===== src/rtl/button_reader.sv =====
// Push-button front end: synchronises and debounces one raw pin on clk24, then
// classifies it into a clean level, press/release/long-press pulses and a press count.
module button_reader #(
  parameter int DEBOUNCE_CYCLES = 240000,
  parameter int LONG_CYCLES     = 24000000,
  parameter bit ACTIVE_LOW      = 1'b1,
  parameter int CNT_W           = 8
) (
  input  logic             clk24,
  input  logic             rst,
  input  logic             btn_in,
  output logic             btn_level,
  output logic             press_p,
  output logic             release_p,
  output logic             long_p,
  output logic [CNT_W-1:0] press_cnt
);

  localparam int DW = (DEBOUNCE_CYCLES > 1) ? $clog2(DEBOUNCE_CYCLES) : 1;
  localparam int HW = (LONG_CYCLES > 1) ? $clog2(LONG_CYCLES) : 1;
  localparam logic [DW-1:0] D_LAST = DW'(DEBOUNCE_CYCLES - 1);
  localparam logic [HW-1:0] H_LAST = HW'(LONG_CYCLES - 1);

  typedef enum logic [2:0] {
    ST_IDLE       = 3'd0,
    ST_PRESS_WAIT = 3'd1,
    ST_HELD       = 3'd2,
    ST_LONG_HELD  = 3'd3,
    ST_REL_WAIT   = 3'd4
  } state_t;

  state_t        state_r;
  logic          sync1_r;
  logic          sync2_r;
  logic [DW-1:0] dcnt_r;
  logic [HW-1:0] hcnt_r;
  logic          long_flag_r;
  logic          pressed_s;

  // Normalise polarity so pressed_s = 1 always means the button is down.
  assign pressed_s = sync2_r ^ ACTIVE_LOW;

  // Two-flop synchroniser; resets to the idle pin level so reset never looks like a press.
  always_ff @(posedge clk24 or posedge rst) begin
    if (rst) begin
      sync1_r <= ACTIVE_LOW;
      sync2_r <= ACTIVE_LOW;
    end else begin
      sync1_r <= btn_in;
      sync2_r <= sync1_r;
    end
  end

  // Debounce/classification FSM with registered level, pulses and press count.
  always_ff @(posedge clk24 or posedge rst) begin
    if (rst) begin
      state_r     <= ST_IDLE;
      dcnt_r      <= '0;
      hcnt_r      <= '0;
      long_flag_r <= 1'b0;
      btn_level   <= 1'b0;
      press_p     <= 1'b0;
      release_p   <= 1'b0;
      long_p      <= 1'b0;
      press_cnt   <= '0;
    end else begin
      press_p   <= 1'b0;
      release_p <= 1'b0;
      long_p    <= 1'b0;
      case (state_r)
        ST_IDLE: begin
          if (pressed_s) begin
            state_r <= ST_PRESS_WAIT;
            dcnt_r  <= '0;
          end
        end
        ST_PRESS_WAIT: begin
          if (!pressed_s) begin
            state_r <= ST_IDLE;
          end else if (dcnt_r == D_LAST) begin
            state_r   <= ST_HELD;
            press_p   <= 1'b1;
            btn_level <= 1'b1;
            hcnt_r    <= '0;
            press_cnt <= press_cnt + CNT_W'(1);
          end else begin
            dcnt_r <= dcnt_r + DW'(1);
          end
        end
        // A release in the same cycle the hold expires takes priority over long_p.
        ST_HELD: begin
          if (!pressed_s) begin
            state_r <= ST_REL_WAIT;
            dcnt_r  <= '0;
          end else if (hcnt_r == H_LAST) begin
            state_r     <= ST_LONG_HELD;
            long_p      <= 1'b1;
            long_flag_r <= 1'b1;
          end else begin
            hcnt_r <= hcnt_r + HW'(1);
          end
        end
        ST_LONG_HELD: begin
          if (!pressed_s) begin
            state_r <= ST_REL_WAIT;
            dcnt_r  <= '0;
          end
        end
        // A bounce back to pressed resumes the hold without a new press or count.
        ST_REL_WAIT: begin
          if (pressed_s) begin
            state_r <= long_flag_r ? ST_LONG_HELD : ST_HELD;
          end else if (dcnt_r == D_LAST) begin
            state_r     <= ST_IDLE;
            release_p   <= 1'b1;
            btn_level   <= 1'b0;
            long_flag_r <= 1'b0;
          end else begin
            dcnt_r <= dcnt_r + DW'(1);
          end
        end
        default: begin
          state_r     <= ST_IDLE;
          btn_level   <= 1'b0;
          long_flag_r <= 1'b0;
        end
      endcase
    end
  end

endmodule


===== config.mk =====
export PLATFORM = sky130hd
export DESIGN_NAME = button_reader
export DESIGN_NICKNAME = d
export VERILOG_FILES = /design/src/rtl/button_reader.sv
export SDC_FILE = /design/constraint.sdc
export NUM_CORES = 1
export LEC_CHECK = 0
export ABC_AREA = 1
export BUFFER_PORTS_ARGS = -buffer_cell sky130_fd_sc_hd__buf_4
export CAP_MARGIN = 20
export CORE_AREA = 2 2 126 128
export DETAILED_ROUTE_END_ITERATION = 8
export DIE_AREA = 0 0 128 130
export REMOVE_ABC_BUFFERS = 1
export SYNTH_ARGS = -nofsm -noshare
export SYNTH_HDL_FRONTEND = slang
export SYNTH_SLANG_ARGS = --single-unit

===== constraint.sdc =====
create_clock -name clk24 -period 2.1 [get_ports clk24]
set_clock_uncertainty 0.2 [all_clocks]
set_input_delay 0.42 -clock clk24 [delete_from_list [all_inputs] [get_ports clk24]]
set_output_delay 0.42 -clock clk24 [all_outputs]
set_load 0.01 [all_outputs]

# == Word level (Yosys, flattened, before mapping) ==
# Index checks and enable logic that the tools add are counted.
# totals
reg_bits,61
latchBits,0
ram_bits,0
rom_bits,0
in_bits,3
output_inout_bits,12
wordCells,85
memories,0
# op_classes
n_addsub,3
multipliers,0
n_div,0
order_cmp,0
eq_ne,19
n_shift,0
n_mux,37
bitwise_logic,3
n_reduce_logical,12
# ops
operator,n
2-to-1 mux 25 bit,4
2-to-1 mux 18 bit,5
one-hot mux 18 bit (4 select lines),1
one-hot mux 25 bit (2 select lines),1
"adder 25 x 1 -> 25 bit, second input constant",1
"== test 25 bit, second input constant",1
AND reduction 5 bit,5
2-to-1 mux 3 bit,8
"adder 18 x 1 -> 18 bit, second input constant",1
"== test 18 bit, second input constant",1
"!= test 2 bit, second input constant",9
2-to-1 mux 1 bit,15
one-hot mux 3 bit (5 select lines),1
"!= test 3 bit, second input constant",3
"adder 8 x 1 -> 8 bit, second input constant",1
"== test 3 x 2 -> 1 bit, second input constant",2
one-hot mux 1 bit (3 select lines),2
OR reduction 3 bit,2
nonzero test 4 bit,1
"== test 3 x 1 -> 1 bit, second input constant",1
"== test 3 bit, second input constant",1
zero test 3 bit,1
inverter 1 bit,3
AND reduction 3 bit,1
other kinds (3),3

# == Depth between registers and ports, before layout ==
# Gate-level depths: netlist (run 1).
# logic_depth
ltp_word,4
depth_mapped,12
ltp_nobuf,12

# == Worst setup path before layout (run 1) ==
# Ideal clock, no wire load.
# synth_timing
path_kind,register to register
from,register dcnt_r[0]
to,register dcnt_r[11]
setup_time_ps,122
arrival_time_ps,1480
required_ps,1778
setup_slack_ps,299
path_stages_with_launch,12
n_path_buf,1
synth_period_minus_slack_ps,1801
cell_sequence,dfrtp_1 ha_1 nand3_2 inv_1 nand3_1 nor2_1 nand2_1 nand2_4 inv_4 nand2_4 buf_8 o21ai_2
# synth_between
elab_chain_len,4
elab_cells_between_ends,6
classes_between,add/sub: 1; eq/ne: 1; mux: 4
# synth_lines
element,line_no,source
from (decl),35,logic [DW-1:0] dcnt_r;
from (signal assigned),87,dcnt_r <= dcnt_r + DW'(1);
from (signal assigned),119,dcnt_r <= dcnt_r + DW'(1);
adder 18 x 1 -> 18 bit / == test 18 bit (equally long branches),n/a,
2-to-1 mux 18 bit *,"80, 113",
"2-to-1 mux 18 bit, on equally long branches","111, 78",
one-hot mux 18 bit (4 select lines) *,70,case (state_r)
# Every way passes the cells marked *; elsewhere a longest branch is shown, timed or not. The select of a mux whose other input is x is not followed.
# A chain may end at the register's enable or synchronous reset.

# == Worst setup path in the final report (run 1) ==
# layout_timing
from,register dcnt_r[0]
to,register dcnt_r[1]
# Same word-level chain as after synthesis.

==> reports/results.txt, run 1 <==
Run status = completed
GPL Wtd Cong = 0.835
IO Count = 15
Area of the core = 15400 um2
Synth area leaders = dfrtp_1 (38%), nand2_1 (19%), xor2_1 (6.7%)
Yosys warnings = 0
Pin count of the biggest net entering global routing = 62
Maximum fanout along the worst path = 14
DP Worst Slack = -0.136 ns
Area growth, synth to finish = 22.2%
Tightest hold margin = 0.154 ns
Startpoint class of the critical path = register
Maximum buffer depth of the clock tree = 2
HPWL after detailed placement = 5980 um
Overflow left after global routing = 0
DR iter-0 viols = 210
Most common library cell in the layout ignoring fill and taps = nand2_1
Total vias in the final route = 3357
Count of input and output buffers = 14
Count of standard-cell rows = 46
Vias per std cell = 4.32
Vias in the first global route = 3100
Fraction of layout cells with a size suffix above 1 = 19.3%
Number of distinct library cells after synthesis = 32
Post-synthesis register bit count = 61
VDD IR-drop max = 0.474 mV
Final nets = 586
Sum of routed wire segments on met1 = 4270 um
Crit Path Class = register to register
Global-route wire length before repair = 14600 um
Highest metal layer used by the detailed router = met4
Total power divided by cell area = 849 nW/um2
Clock slew at reported path FFs = 0.05 ns
Worst min path class = register to register
Delay of the slowest cell on the worst path = 0.39 ns
Clock network latency to the later pin of the worst-skew pair = 0.33 ns
Routed wire length = 8710 um
Number of max-cap violations = 0
Sequential-to-total area share from yosys stat = 39.3%
H-Tree Level Count = 3
TritonCTS clock tree = done
Antenna Violating Nets Remaining = 0
Critical path data required time = 2.12 ns
Commonest cells after routing, fill and taps aside = nand2_1 (201), dfrtp_1 (59), inv_1 (49)
Met2 WL post-DR = 4070 um
Critical Path Slowest Stage Cell = dfrtp_1
Fillers = 1658
Synthesized area = 3890 um2
Master cell of the clock root buffer = clkbuf_16
Initial core utilization = 25.2%
Remaining routing DRC violations = 0
Critical path cell sequence = ha_1 -> nand3_2 -> inv_1 -> nand3_1 -> nor2_1 -> nand2_1 -> nand2_4 -> inv_4 -> nand2_8 -> inv_1 -> nand2_1 -> nand2_1
Design Area, Final = 4760 um2
Slew at the pin closest to its max-slew limit = 0.601 ns
Fraction of synthesized cell area taken by the top area cell type = 37.9%
First-pass detailed-route iteration total = 4
Total die area = 16600 um2
Arr. time, crit path = 2.00 ns
Met3 Wirelength = 274 um
TritonCTS Sinks = 61
Endpoints failing setup = 0
Depth of the worst register-to-register path = 12
Hold path depth = 0
Syn_area_per_cell = 7.33 um2
CP endpoint kind = register
Total leakage power = 2.36 nW
TritonCTS Buffers = 9
Fmax = 507 MHz
Cell Count, Final, Fillers Out = 777
Floorplan die height = 130 um
Hold Vio Cnt, Final = 0
Synth area leader = dfrtp_1
Initial antenna violation count = 0
All-layer global routing usage = 10.8%
Dpl cells = 757
Slew HR = 59.8%
Cells after Synth = 531
Min Clock Period, post-route = 1.97 ns
Final Slew Violations = 0
Smallest setup slack after layout = 0.129 ns
Die W = 128 um
Fin crit share = 93.8%
Ant diodes = 0
Drt wl/cell = 11.2 um
Most frequent cell on the critical path = nand2_1
Dpl cell area = 4400 um2
==> power by group <==
part / internal, W / switching, W / leakage (nW)
registers: 0.00125 / 0.0000513 / 0.839
logic: 0.000408 / 0.000876 / 1.38
clock network: 0.000949 / 0.000507 / 0.141
==> critical path: cells and delay by family (launching register included) <==
family                     cells  cell delay (ns)
DFF                            1             0.39
and+or+nand+nor                8             0.84
adders and majority gates      1             0.22
buffers and inverters          3             0.21
==> state kept, by name, indices dropped and copies added, names as in the netlist <==
signal	flops
sync2_r	1
press_cnt	8
state_r	3
sync1_r	1
btn_level	1
press_p	1
hcnt_r	25
release_p	1
dcnt_r	18
long_flag_r	1
long_p	1
==> per-layer routing <==
| layer | vias up | global-route usage (%) |
|---|---|---|
| li1 | 1757 | - |
| met1 | 1542 | 14.2 |
| met2 | 46 | 17.8 |
| met3 | 12 | 2.71 |
| met4 | 0 | 3.10 |
| met5 | - | 0 |
==> synth_stat cells <==
cell,n
nand2_4,3
xnor2_1,7
nand4_1,15
nand2_1,201
nor4_1,2
buf_6,2
nor3_4,1
ha_1,3
o21ai_0,8
nand3_2,2
o21ai_2,10
buf_2,7
inv_2,6
nor2_1,45
nand3b_4,1
a21oi_2,1
o21a_1,2
buf_8,1
nor2_2,6
dfstp_2,2
nor2_4,6
buf_4,2
nor3_1,10
inv_1,50
o21bai_1,1
xor2_1,30
and2_1,1
nand3b_1,5
nand3_1,28
dfrtp_1,59
nand2_2,13
inv_4,1
==> stage by stage <==
step / TNS, ns / utilization (%) / power, W
CTS: 0 / 30.6 / 0.00397
detailed placement: -2.92 / 28.6 / 0.00247
floorplan: -1.75 / - / 0.00214
global route: -0.0143 / 30.8 / 0.00427
finish: 0 / 30.8 / 0.00404
global placement: -2.38 / 28.6 / 0.00249
==> final cells by class <==
cell class	instances	area (um2)	area share [%]
multi-input cells	402	2090	44.0
flip-flops and latches	61	1530	32.1
inverters	57	216	4.55
clock buffers	14	254	5.34
clock inverters	2	35.0	0.736
well taps	192	240	5.05
repair buffers	49	389	8.18
==> repair_timing <==
action,CTS,global route
endpoints found under the setup margin,25,31
buffers inserted,0,1
endpoints found under the hold margin,60,0
gates cloned,0,1
gates resized for setup,1,3
hold buffers,2,0
==> logic make-up after synthesis <==
kind of cell / synth area share, %
and+or+nand+nor: 39.6
buffers and inverters: 7.81
DFF: 39.3
xor gates and xnor gates: 8.32
AOI/OAI and AO/OA: 4.08
adders and majority gates: 0.964
==> worst paths after layout <==
check / to / slack, ns / from
min in group asynchronous: dcnt_r[12] / 0.51 / rst
max in group asynchronous: sync2_r / 0.89 / rst
worst max register to register: dcnt_r[1] / 0.13 / dcnt_r[0]
worst min register to register: sync2_r / 0.15 / sync1_r
worst min-delay path: sync2_r / 0.15 / sync1_r
worst max-delay path: dcnt_r[1] / 0.13 / dcnt_r[0]
(Power assumes the default switching activity.)
==> run 2: changes to the inputs <==
--- a/config.mk
+++ b/config.mk
@@ -5,12 +5,14 @@
 export SDC_FILE = /design/constraint.sdc
 export NUM_CORES = 1
 export LEC_CHECK = 0
-export ABC_AREA = 1
+export ABC_AREA = 0
 export BUFFER_PORTS_ARGS = -buffer_cell sky130_fd_sc_hd__buf_4
 export CAP_MARGIN = 20
-export CORE_AREA = 2 2 126 128
+export CORE_AREA = 2 2 116 118
+export CTS_BUF_LIST = sky130_fd_sc_hd__clkbuf_8
 export DETAILED_ROUTE_END_ITERATION = 8
-export DIE_AREA = 0 0 128 130
+export DIE_AREA = 0 0 118 120
+export GPL_ROUTABILITY_DRIVEN = 0
 export REMOVE_ABC_BUFFERS = 1
 export SYNTH_ARGS = -nofsm -noshare
 export SYNTH_HDL_FRONTEND = slang
==> reports/results.txt, run 2 <==
Dpl cells = 620
Depth of the worst register-to-register path = 7
HPWL after detailed placement = 5730 um
Setup TNS Final = -7.69 ns
Total power divided by cell area = 473 nW/um2
Number of flops mapped to enable cells by yosys = 0
Drt wl/cell = 14.5 um
Tot Pwr = 0.00239 W
Maximum fanout along the worst path = 5
Commonest cells after routing, fill and taps aside = buf_4 (95), dfrtp_1 (59), nand2_1 (39)
Vias per std cell = 4.93
Slew HR = 77.8%
All-layer global routing usage = 13.1%
TritonCTS clock tree = done
Largest registers = hcnt_r (25), dcnt_r (18), press_cnt (8)
Synth area leaders = dfrtp_1 (45%), nand2_1 (4.9%), o21ai_0 (3.8%)
Run status = complete, but fails checks
Hold Vio Cnt, Final = 0
Ys flop type = dfrtp_1
Total leakage power = 2.31 nW
Post-synthesis register bit count = 61
Most common library cell in the layout ignoring fill and taps = buf_4
Fmax = 412 MHz
Sequential-to-total area share from yosys stat = 46.3%
Startpoint class of the critical path = register
Fin crit share = 115%
Synth area leader = dfrtp_1
CP endpoint kind = register
Count of input and output buffers = 14
Smallest setup slack after layout = -0.325 ns
VDD IR-drop max = 0.417 mV
Crit Path Class = register to register
Die W = 118 um
Cell Count, Final, Fillers Out = 652
Min-delay src = sync1_r
Initial core utilization = 25.4%
Area of the core = 13000 um2
Syn_area_per_cell = 9.28 um2
Slew at the pin closest to its max-slew limit = 0.332 ns
Post-synthesis async set-or-reset flop share = 100%
Number of flip-flops under the largest register name = 25
Global-route wire length before repair = 15100 um
Most flops, register = hcnt_r
Antenna Violating Nets Remaining = 0
Number of max-cap violations = 0
Min Clock Period, post-route = 2.42 ns
Critical path data required time = 2.14 ns
Dpl cell area = 4250 um2
Endpoint of the worst hold path = sync2_r
TritonCTS Buffers = 9
Arr. time, crit path = 2.46 ns
Clock slew at reported path FFs = 0.07 ns
Reg2reg setup slack = -0.32 ns
Routed wire length = 9480 um
Endpoints failing setup = 41
TritonCTS Sinks = 61
Clock network latency to the later pin of the worst-skew pair = 0.35 ns
Vias in the first global route = 3216
Reg-to-Reg End = hcnt_r[23]
Ant diodes = 0
Yosys warnings = 0
Synthesized area = 3300 um2
RSZ-0062 raised after global routing = yes
Total die area = 14200 um2
First-pass detailed-route iteration total = 4
Failing checks = negative setup slack
Remaining routing DRC violations = 0
Master cell of the clock root buffer = clkbuf_8
Fraction of layout cells with a size suffix above 1 = 42.2%
Total vias in the final route = 3213
Most used standard cells in the synthesized netlist = dfrtp_1 (59), nand2_1 (43), o21ai_0 (25), nand3_1 (23), nor3_1 (21)
Count of standard-cell rows = 42
Fillers = 1293
Area growth, synth to finish = 52.8%
Startpoint of the lowest-slack register-to-register path = hcnt_r[23]
Cells after Synth = 356
Overflow left after global routing = 0
Most numerous cell in the Yosys netlist = dfrtp_1
H-Tree Level Count = 3
Final nets = 477
Pin count of the biggest net entering global routing = 62
Maximum buffer depth of the clock tree = 2
IO Count = 15
Initial antenna violation count = 0
Final Slew Violations = 0
Hold path depth = 0
Number of distinct library cells after synthesis = 55
Utilization after layout = 38.9%
Floorplan die height = 120 um
Fraction of synthesized cell area taken by the top area cell type = 44.7%
DR iter-0 viols = 235
Design Area, Final = 5050 um2
Worst min path class = register to register
## run 2: cell types whose count changed after synthesis, moves of 13 or more
| cell | previous run | this run |
|---|---|---|
| inv_1 | 50 | 9 |
| nor2_1 | 45 | 20 |
| nand2_2 | 13 | 0 |
| a21oi_1 | 0 | 13 |
| xor2_1 | 30 | 3 |
| o21ai_0 | 8 | 25 |
| and3_1 | 0 | 16 |
| nand2_1 | 201 | 43 |
## run 2: layout make-up
class	instances	area [um2]	area share (%)
Multi-Input combinational cell	273	2020	40.0
Clock inverter	6	62.6	1.24
Clock buffer	10	138	2.73
Sequential cell	61	1530	30.3
Tap cell	176	220	4.36
Inverter	9	33.8	0.669
Timing Repair Buffer	117	1040	20.7
## run 2: timing repair
| item | 4_1_cts | 5_1_grt |
|---|---|---|
| setup endpoints to repair | 50 | 43 |
| gates cloned | 1 | 3 |
| hold endpoints to repair | 60 | 0 |
| gates resized for setup | 35 | 67 |
| hold buffers | 2 | 0 |
| pin swaps | 8 | 42 |
| setup buffers | 9 | 5 |
## run 2: worst max path at each step
stage          startpoint          to  slack, ns
2_1_floorplan  state_r[1]  hcnt_r[12]      -0.32
3_3_place_gp   hcnt_r[20]  hcnt_r[15]      -0.26
3_5_place_dp   hcnt_r[20]  hcnt_r[15]      -0.28
4_1_cts        hcnt_r[11]   hcnt_r[3]      -0.28
5_1_grt        hcnt_r[23]   hcnt_r[9]      -0.41
6_report       hcnt_r[23]  hcnt_r[23]      -0.32
## run 2: critical path: stages (launching register included)
cell       delay (ns)
dfrtp_1          0.38
or4bb_4          0.57
nor4_4           0.34
buf_4            0.18
a21oi_4          0.08
clkbuf_16        0.17
o211a_1          0.12
a221o_1          0.26
## run 2: kinds of logic (layout without fill, tap and decap cells)
group / after synthesis / in the layout / synth area share, %
AO/OA/AOI/OAI: 86 / 86 / 17.6
AND/OR/NAND/NOR: 169 / 169 / 27.6
buffers and inverters: 22 / 142 / 3.26
XOR/XNOR: 11 / 11 / 2.92
flip-flops: 61 / 61 / 46.3
adder cells (fa/ha/maj): 3 / 3 / 1.14
multiplexers: 4 / 4 / 1.21
## run 2: power by group
group | total [W] | switching (W) | internal, W
Combinational | 0.000134 | 0.0000781 | 0.0000561
Clock | 0.00106 | 0.000487 | 0.000575
Sequential | 0.00119 | 0.00000657 | 0.00119
## run 2: metrics by stage
stage          setup WS, ns  hold slack [ns]
2_1_floorplan        -0.315            0.145
3_3_place_gp         -0.265            0.149
3_5_place_dp         -0.283            0.149
4_1_cts              -0.276            0.159
5_1_grt              -0.406            0.161
6_report             -0.325            0.157
## run 2: metal layers
metal	global-route usage, %	routed length, um
met1	15.7	4040
met2	22.9	4990
met3	3.18	312
met4	4.59	137
met5	0	0
==> run 3: changes to the inputs <==
--- a/config.mk
+++ b/config.mk
@@ -6,13 +6,14 @@
 export NUM_CORES = 1
 export LEC_CHECK = 0
 export ABC_AREA = 0
-export BUFFER_PORTS_ARGS = -buffer_cell sky130_fd_sc_hd__buf_4
+export BUFFER_PORTS_ARGS = -buffer_cell sky130_fd_sc_hd__buf_2
 export CAP_MARGIN = 20
-export CORE_AREA = 2 2 116 118
+export CORE_AREA = 2 2 81 83
 export CTS_BUF_LIST = sky130_fd_sc_hd__clkbuf_8
 export DETAILED_ROUTE_END_ITERATION = 8
-export DIE_AREA = 0 0 118 120
+export DIE_AREA = 0 0 83 85
 export GPL_ROUTABILITY_DRIVEN = 0
+export PLACE_DENSITY = 0.74
 export REMOVE_ABC_BUFFERS = 1
 export SYNTH_ARGS = -nofsm -noshare
 export SYNTH_HDL_FRONTEND = slang
==> reports/results.txt, run 3 (same netlist as run 2, synthesis figures left out) <==
Commonest cells after routing, fill and taps aside = buf_4 (82), dfrtp_1 (57), nand2_1 (38)
Count of standard-cell rows = 29
IO Count = 15
Fillers = 390
Internal power component = 0.00171 W
CP endpoint kind = register
All-layer global routing usage = 26.6%
Number of max-cap violations = 0
Endpoint of the worst hold path = sync2_r
Slew HR = 70.8%
Critical Path Slowest Stage Cell = or4bb_1
Endpoints failing setup = 26
Most common library cell in the layout ignoring fill and taps = buf_4
Clock slew at reported path FFs = 0.07 ns
TritonCTS Sinks = 61
Switching power of the nets = 0.000548 W
Fin crit share = 114%
Routed wire length = 10000 um
Most flops, register = hcnt_r
Remaining routing DRC violations = 0
Fraction of layout cells with a size suffix above 1 = 38.5%
HPWL after detailed placement = 6010 um
Setup TNS Final = -5.63 ns
Maximum buffer depth of the clock tree = 2
Final nets = 471
Worst min path class = register to register
Overflow left after global routing = 0
Reg-to-Reg End = hcnt_r[5]
Startpoint of the lowest-slack register-to-register path = hcnt_r[23]
Net Sw Frac = 24.2%
Pin count of the biggest net entering global routing = 45
Maximum fanout along the worst path = 10
Largest registers = hcnt_r (25), dcnt_r (18), press_cnt (8)
Fraction of power consumed by combinational cells = 5.6%
Startpoint class of the critical path = register
Clock network latency to the later pin of the worst-skew pair = 0.34 ns
Total vias in the final route = 3400
Master cell of the clock root buffer = clkbuf_8
Arr. time, crit path = 2.42 ns
DR iter-0 viols = 384
Final Slew Violations = 0
Smallest setup slack after layout = -0.288 ns
Crit Path Class = register to register
VDD IR-drop max = 0.395 mV
Die W = 83 um
TritonCTS clock tree = done
Vias per std cell = 6.22
Initial core utilization = 53.2%
Tightest hold margin = 0.164 ns
Run status = complete, but fails checks
Clock network fraction of total power = 41.6%
Total die area = 7060 um2
Reg2reg setup slack = -0.29 ns
Critical path cell sequence = or4bb_1 -> nor4_4 -> buf_4 -> a21oi_4 -> clkbuf_16 -> and3_4 -> a211o_1
Drt wl/cell = 18.4 um
TritonCTS Buffers = 9
Area of the core = 6200 um2
Area growth, synth to finish = 43.8%
H-Tree Level Count = 3
Fmax = 419 MHz
Antenna Violating Nets Remaining = 0
Count of input and output buffers = 14
Depth of the worst register-to-register path = 7
Total leakage power = 2.24 nW
Slew at the pin closest to its max-slew limit = 0.437 ns
Failing checks = negative setup slack
Hold Vio Cnt, Final = 0
Total power divided by cell area = 476 nW/um2
Critical path data required time = 2.13 ns
Number of flip-flops under the largest register name = 25
RSZ-0062 raised after global routing = yes
Hold path depth = 0
Min Clock Period, post-route = 2.39 ns
Min-delay src = sync1_r
Floorplan die height = 85 um
Global-route wire length before repair = 15100 um
First-pass detailed-route iteration total = 5
Vias in the first global route = 3318
Sequential Power Share = 52.9%
Initial antenna violation count = 0
Delay of the slowest cell on the worst path = 0.55 ns
Ant diodes = 0
-- run 3: worst max-delay path by stage --
| stage | slack, ns | cells after the start | endpoint | start |
|---|---|---|---|---|
| finish | -0.29 | 7 | hcnt_r[5] | hcnt_r[23] |
| global route | -0.34 | 7 | hcnt_r[18] | hcnt_r[20] |
| CTS | -0.27 | 7 | hcnt_r[3] | hcnt_r[11] |
| detailed placement | -0.27 | 7 | hcnt_r[15] | hcnt_r[11] |
| global placement | -0.20 | 7 | hcnt_r[5] | hcnt_r[11] |
| floorplan | -0.32 | 5 | hcnt_r[12] | state_r[1] |
-- run 3: final cells by class --
cell class,count,area (um2),area share [%]
clock buffers,11,151,3.19
clock inverters,5,21.3,0.448
inverters,9,33.8,0.711
multi-input cells,273,1980,41.6
flip-flops and latches,61,1530,32.2
well taps,77,96.3,2.03
repair buffers,111,938,19.8
-- run 3: timing repair --
action / 4_1_cts / 5_1_grt
hold buffers: 2 / 0
cloned: 1 / 2
endpoints found under the hold margin: 18 / 0
buffers inserted: 4 / 5
resized for setup: 24 / 48
pin swaps: 12 / 25
endpoints found under the setup margin: 41 / 44
-- run 3: critical path, delay by kind of cell (launching register included) --
kind / cells / cell delay (ns)
AND/OR/NAND/NOR: 3 / 1.01
AO/OA/AOI/OAI: 2 / 0.30
buffers and inverters: 2 / 0.34
flip-flops: 1 / 0.41
-- run 3: layer usage --
layer  vias to the layer above  part of all wire [%]  global-route usage (%)
li1                       1557                     -                       -
met1                      1655                    40                    32.5
met2                       150                    51                    45.1
met3                        38                   5.2                    5.64
met4                         0                   3.6                    12.8
met5                         -                     0                       0
-- run 3: stage by stage --
stage                     std cells  instance area, um2  util, %  total power (W)  setup slack, ns
after global placement          517                4070     65.6          0.00132           -0.199
after floorplan                 343                3230        -          0.00127           -0.315
after CTS                       540                4430     71.4          0.00225           -0.272
after detailed placement        517                4070     65.6          0.00133           -0.266
final                           547                4750     76.5          0.00226           -0.288
after global routing            547                4750     76.5          0.00234           -0.340
-- run 3: power by group through the flow --
stage | sequential, W | combinational [W] | clock, W
after detailed placement | 0.00121 | 0.000112 | 0
after floorplan | 0.00122 | 0.0000500 | 0
after global placement | 0.00121 | 0.000108 | 0
after global routing | 0.00120 | 0.000139 | 0.00100
after CTS | 0.00119 | 0.000119 | 0.000932
final | 0.00120 | 0.000126 | 0.000940
